### config.mk
export PLATFORM = sky130hd
export DESIGN_NAME = mesh_skew_feeder
export DESIGN_NICKNAME = d
export VERILOG_FILES = /design/src/rtl/mesh_skew_feeder.sv
export SDC_FILE = /design/constraint.sdc
export NUM_CORES = 1
export LEC_CHECK = 0
export CELL_PAD_IN_SITES_DETAIL_PLACEMENT = 0
export CELL_PAD_IN_SITES_GLOBAL_PLACEMENT = 1
export CORE_UTILIZATION = 33
export DETAILED_ROUTE_END_ITERATION = 7
export GPL_TIMING_DRIVEN = 0
export PLACE_DENSITY = 0.82
export SYNTH_ARGS = -nofsm -noshare
export SYNTH_HDL_FRONTEND = slang
export SYNTH_SLANG_ARGS = --single-unit
### constraint.sdc
create_clock -name clk -period 1.1 [get_ports clk]
set_input_delay 0.22 -clock clk [delete_from_list [all_inputs] [get_ports clk]]
set_output_delay 0.22 -clock clk [all_outputs]
set_load 0.05 [all_outputs]
### src/rtl/mesh_skew_feeder.sv
// mesh_skew_feeder
//   Input stage for the 4x1 mesh. It accepts one ROWS-wide vector of A/B/D
//   operands per cycle on a valid/ready handshake. It then applies a
//   triangular skew: lane i reaches the mesh i cycles after lane 0.
//   Each lane also carries its own valid bit and a propagate bit. The
//   propagate bit flips at every tile boundary.
//
// Ports
//   clk        rising-edge clock
//   reset      synchronous, active-high
//   in_valid   input vector valid
//   in_ready   feeder accepts the vector this cycle
//   in_a/b/d   ROWS*IN_W operands; lane i = bits [i*IN_W +: IN_W]
//   in_last    final vector of a stream
//   out_a/b/d  skewed operands, same packing (lane i -> *_buf_i_0)
//   out_valid  per-lane valid (lane i -> io_in_valid_i_0)
//   out_prop   per-lane propagate (lane i -> in_i_prop)
//   busy       FSM not idle
module mesh_skew_feeder #(
  parameter int ROWS     = 4,
  parameter int IN_W     = 8,
  parameter int TILE_LEN = 4
) (
  input  logic                 clk,
  input  logic                 reset,
  input  logic                 in_valid,
  output logic                 in_ready,
  input  logic [ROWS*IN_W-1:0] in_a,
  input  logic [ROWS*IN_W-1:0] in_b,
  input  logic [ROWS*IN_W-1:0] in_d,
  input  logic                 in_last,
  output logic [ROWS*IN_W-1:0] out_a,
  output logic [ROWS*IN_W-1:0] out_b,
  output logic [ROWS*IN_W-1:0] out_d,
  output logic [ROWS-1:0]      out_valid,
  output logic [ROWS-1:0]      out_prop,
  output logic                 busy
);

  localparam int CNT_W = (TILE_LEN > 1) ? $clog2(TILE_LEN) : 1;
  localparam int DC_W  = $clog2(ROWS);

  typedef enum logic [1:0] {IDLE, STREAM, DRAIN} state_t;

  state_t            state_q, state_d;
  logic [CNT_W-1:0]  cnt_q, cnt_d;
  logic              par_q, par_d;
  logic [DC_W-1:0]   dcnt_q, dcnt_d;
  logic              accept;
  logic [ROWS-1:0]   lane_busy;
  logic              pipe_empty;

  assign in_ready   = (state_q != DRAIN) && !reset;
  assign accept     = in_valid && in_ready;
  assign busy       = (state_q != IDLE);
  assign pipe_empty = ~|lane_busy;

  // Lane i is an (i+1)-deep shift register of {valid, prop, a, b, d}.
  // A cycle without an accept pushes an all-zero bubble into the lane.
  for (genvar i = 0; i < ROWS; i++) begin : g_lane
    logic [i:0]      v_q;
    logic [i:0]      p_q;
    logic [IN_W-1:0] a_q [0:i];
    logic [IN_W-1:0] b_q [0:i];
    logic [IN_W-1:0] d_q [0:i];

    // NOTE: the stage data arrays are reset together with the valids.
    // Reset must flush in-flight vectors, so the lanes have to emit
    // all-zero data on the following cycle.
    always_ff @(posedge clk) begin
      if (reset) begin
        v_q <= '0;
        p_q <= '0;
        for (int k = 0; k <= i; k++) begin
          a_q[k] <= '0;
          b_q[k] <= '0;
          d_q[k] <= '0;
        end
      end else begin
        // NOTE: non-blocking assignments make every stage sample the value
        // its predecessor held before this edge. That behaviour is what
        // makes the loop act as a shift register.
        v_q[0] <= accept;
        p_q[0] <= accept & par_q;
        a_q[0] <= accept ? in_a[i*IN_W +: IN_W] : '0;
        b_q[0] <= accept ? in_b[i*IN_W +: IN_W] : '0;
        d_q[0] <= accept ? in_d[i*IN_W +: IN_W] : '0;
        for (int k = 1; k <= i; k++) begin
          v_q[k] <= v_q[k-1];
          p_q[k] <= p_q[k-1];
          a_q[k] <= a_q[k-1];
          b_q[k] <= b_q[k-1];
          d_q[k] <= d_q[k-1];
        end
      end
    end

    assign lane_busy[i]            = |v_q;
    assign out_valid[i]            = v_q[i];
    assign out_prop[i]             = p_q[i];
    assign out_a[i*IN_W +: IN_W]   = a_q[i];
    assign out_b[i*IN_W +: IN_W]   = b_q[i];
    assign out_d[i*IN_W +: IN_W]   = d_q[i];
  end

  always_ff @(posedge clk) begin
    if (reset) begin
      state_q <= IDLE;
      cnt_q   <= '0;
      par_q   <= 1'b0;
      dcnt_q  <= '0;
    end else begin
      state_q <= state_d;
      cnt_q   <= cnt_d;
      par_q   <= par_d;
      dcnt_q  <= dcnt_d;
    end
  end

  always_comb begin
    // NOTE: every variable gets a default first. This ensures that no path
    // through the case leaves a variable unassigned, so no latch is inferred.
    state_d = state_q;
    cnt_d   = cnt_q;
    par_d   = par_q;
    dcnt_d  = dcnt_q;

    // A tile ends after TILE_LEN accepts, or earlier at the end of a stream.
    if (accept) begin
      if (cnt_q == CNT_W'(TILE_LEN - 1) || in_last) begin
        cnt_d = '0;
        par_d = ~par_q;
      end else begin
        cnt_d = cnt_q + 1'b1;
      end
    end

    case (state_q)
      IDLE: begin
        if (accept) begin
          if (in_last) begin
            state_d = DRAIN;
            dcnt_d  = DC_W'(ROWS - 1);
          end else begin
            state_d = STREAM;
          end
        end
      end
      STREAM: begin
        if (accept && in_last) begin
          state_d = DRAIN;
          dcnt_d  = DC_W'(ROWS - 1);
        end else if (!accept && pipe_empty) begin
          state_d = IDLE;
        end
      end
      DRAIN: begin
        // The last accepted vector leaves lane ROWS-1 during the cycle in
        // which the count reads 0.
        if (dcnt_q == '0) begin
          state_d = IDLE;
        end else begin
          dcnt_d = dcnt_q - 1'b1;
        end
      end
      default: state_d = IDLE;
    endcase
  end

endmodule

==> qor.log <==
INFO  floorplan      initial_core_util=34.0%
INFO  layout         postLayoutCellArea=11200µm²
INFO  synthesis      yosysSeqAreaShare=68.0%
INFO  clock_tree     clock-sinks=255
INFO  sta            setup_viol_count_final=204
INFO  sta            timing.final.crit_period=1500ps
INFO  clock_tree     clock_tree.buffer_depth=3
INFO  sta            fin_worst_hold_slack=145ps
INFO  clock_tree     cts.reportedPaths.clkPinSlew=60ps
INFO  global_route   antenna_violations_before_repair=0
INFO  clock_tree     tritoncts=yes
INFO  synthesis      async_flop_share=0%
INFO  run_status     result_of_the_run=finished with violations
INFO  global_route   grt_util_all_layers=13.2%
INFO  setup_path     start_kind=flip-flop
INFO  sta            final_critical_path_setup_slack=-397ps
INFO  global_route   grt_first_pass_wirelength=24.0mm
INFO  routing        drt-vias-per-instance=4.09
INFO  floorplan      die_width=153µm
INFO  floorplan      design.die.area=23400µm²
INFO  place          post_dp_cell_area=9940µm²
INFO  place          dp.cells=1115
INFO  global_route   grt_max_degree=15
INFO  synthesis      edff_count_synth=0
INFO  floorplan      core.rowCount=54
INFO  sta            final_hold_viol_count=0
INFO  sta            fmaxAchievable=668MHz
INFO  routing        wire_per_inst=13.8µm
INFO  run_status     violations=setup timing
INFO  layout         finalNetCount=921
INFO  floorplan      die_h=153µm
INFO  setup_path     r2r.worst_path.cells=5
INFO  layout         non_filler_cells_in_the_finished_layout=1117
INFO  clock_tree     cts_max_level=1
INFO  layout         post_layout_util=50.8%
INFO  synthesis      synth.top_cells.by_count=sky130_fd_sc_hd__dfxtp_1, sky130_fd_sc_hd__nor2b_1, sky130_fd_sc_hd__and3_1, sky130_fd_sc_hd__buf_4, sky130_fd_sc_hd__buf_2
INFO  run            maxCapViolCount=0
INFO  floorplan      core_area=22100µm²
INFO  layout         diodes=0
INFO  setup_path     crit_arrival=1280ps
INFO  layout         syn_to_final_growth=49.4%
INFO  synthesis      synth_top_area_cell=sky130_fd_sc_hd__dfxtp_1
INFO  pwr            total_leakage_power=4.93nW
INFO  synthesis      post_synth_inst_count=630
INFO  synthesis      syn-num-nets=732
INFO  routing        detail_route.first_pass.iterations=4
INFO  synthesis      syn-cell-area=7510µm²
INFO  layout         n_fill_cell=1919
INFO  setup_path     crit_required=880ps
INFO  synthesis      synth_top_cells_by_area=sky130_fd_sc_hd__dfxtp_1, sky130_fd_sc_hd__nor2b_1, sky130_fd_sc_hd__and3_1
INFO  clock_tree     cts-buffers-inserted=26
INFO  synthesis      syn_avg_cell_area=11.9µm²
INFO  routing        route.final.wire_length=15.4mm
INFO  global_route   number_of_global_route_vias_before_repair=4560
INFO  synthesis      post_synth_num_cell_types=28
INFO  place          post-dp-hpwl=10.8mm
INFO  pwr            power_density=1760nW/µm²
INFO  setup_path     criticalPathCategory=flip-flop to primary output
INFO  place          gp_routability_congestion=0.718
INFO  routing        routed-via-count=4563
INFO  synthesis      ys.warnings.count=0
INFO  hold_path      number_of_instances_on_the_worst_hold_path=3
INFO  clock_tree     clockRootBuffer=sky130_fd_sc_hd__clkbuf_16
INFO  setup_path     end_kind=primary output
INFO  global_route   grt-ovfl-total=0
INFO  floorplan      io_pins=206
INFO  place          place.port_buffers=205
INFO  sta            period_share=136%
INFO  synthesis      yosysTopAreaCellShare=68.0%
INFO  routing        drtAntennaViolNets=0
INFO  hold_path      min-delay-path-class=input port to flip-flop
INFO  routing        post-route-drc-count=0
INFO  clock_tree     clk-insertion-delay-late=520ps
INFO  sta            clock_skew=6.80ps
INFO  routing        drt_first_iter_violations=153
INFO  sta            final_report_max_slew_violation_count=0
INFO  sta            slew_headroom=70.0%
INFO  setup_path     cp_max_fo=6
INFO  synthesis      most_frequent_cell_after_synthesis=sky130_fd_sc_hd__dfxtp_1
INFO  synthesis      ys_ff_latch=255
INFO  sta            grt_setup_unrepaired=true
INFO  sta            tightest_slew=450ps
INFO  pwr            worst_ir_drop_vdd=0.000924V
INFO  synthesis      synth_ff_type=sky130_fd_sc_hd__dfxtp_1
INFO  layout         layout-drive-gt1-share=38.1%
[report_power, final]
group          leakage (nW)  switching [mW]  internal, mW
Clock                 0.405            3.47          5.08
Combinational          2.40           0.754         0.853
Sequential             2.13           0.106          9.53
[stage by stage]
step                      TNS [ps]  worst slack [ps]  total power [mW]
final                       -23730              -397              19.8
after global routing        -33120              -446              20.5
after CTS                   -23180              -418              20.0
after detailed placement   -201180             -1440              11.3
after global placement     -200870             -1440              11.3
after floorplan              -24.2             -24.2              10.6
[area by class of cell]
cell class	count	area, µm²	area share [%]
clock inverters	12	120	1.07
inverters	4	15.0	0.134
clock buffers	34	722	6.43
multi-input cells	274	1800	16.0
well taps	280	350	3.12
repair buffers	218	2680	23.9
flip-flops and latches	255	5250	46.8
plain buffers	40	287	2.55
[routing by layer]
metal	GRT usage, %	wire length (µm)	vias to the layer above
li1	-	-	2324
met1	14.2	6160	2047
met2	23.0	7400	157
met3	5.22	1330	35
met4	5.29	530	0
met5	0	0	-
[worst paths after layout]
path | startpoint | end | slack [ps]
max | state_q[1]$_SDFFE_PP0P_ | busy | -400
min | in_valid | state_q[0]$_SDFFE_PP0P_ | 150
max reg2reg | state_q[0]$_SDFFE_PP0P_ | g_lane[0].d_q[0][6]$_SDFF_PP0_ | -170
min reg2reg | g_lane[3].a_q[2][0]$_SDFF_PP0_ | g_lane[3].a_q[3][0]$_SDFF_PP0_ | 430
[critical path, cell delays in order, from the launching register on]
cell and delay [ps]:
sky130_fd_sc_hd__dfxtp_4 360, sky130_fd_sc_hd__or2_4 260, sky130_fd_sc_hd__buf_8 150
[cell usage in the layout (no fill, tap or decap), types with 4 or more instances in the layout]
| master | synthesis | final |
|---|---|---|
| sky130_fd_sc_hd__and3_1 | 97 | 97 |
| sky130_fd_sc_hd__clkinv_2 | 0 | 6 |
| sky130_fd_sc_hd__clkbuf_1 | 4 | 8 |
| sky130_fd_sc_hd__clkbuf_2 | 8 | 8 |
| sky130_fd_sc_hd__dfxtp_4 | 0 | 4 |
| sky130_fd_sc_hd__nor2b_1 | 151 | 150 |
| sky130_fd_sc_hd__buf_2 | 21 | 11 |
| sky130_fd_sc_hd__clkdlybuf4s50_1 | 0 | 97 |
| sky130_fd_sc_hd__dfxtp_1 | 255 | 147 |
| sky130_fd_sc_hd__buf_4 | 59 | 15 |
| sky130_fd_sc_hd__clkbuf_16 | 0 | 28 |
| sky130_fd_sc_hd__buf_8 | 0 | 94 |
| sky130_fd_sc_hd__buf_6 | 5 | 24 |
| sky130_fd_sc_hd__clkinvlp_4 | 0 | 4 |
| sky130_fd_sc_hd__dfxtp_2 | 0 | 104 |
[logic make-up after synthesis]
kind of cell	share of synthesized area (%)
AOI/OAI and AO/OA	0.933
adders and majority gates	0.333
buffers and inverters	8.98
DFF	68.0
muxes	0.150
and+or+nand+nor	21.7
[flip-flops by register name, summed over array words and instances, names as in the netlist]
name,count
par_q,1
g_lane.v_q,4
g_lane.d_q,80
g_lane.a_q,80
g_lane.p_q,4
g_lane.b_q,80
cnt_q,2
state_q,2
dcnt_q,2
[what timing repair did]
action,4_1_cts,5_1_grt
pin swaps,2,2
hold buffers,0,0
cloned,0,1
setup buffers,7,5
gates resized for setup,967,14
setup endpoints to repair,335,210
(Power assumes the default switching activity.)
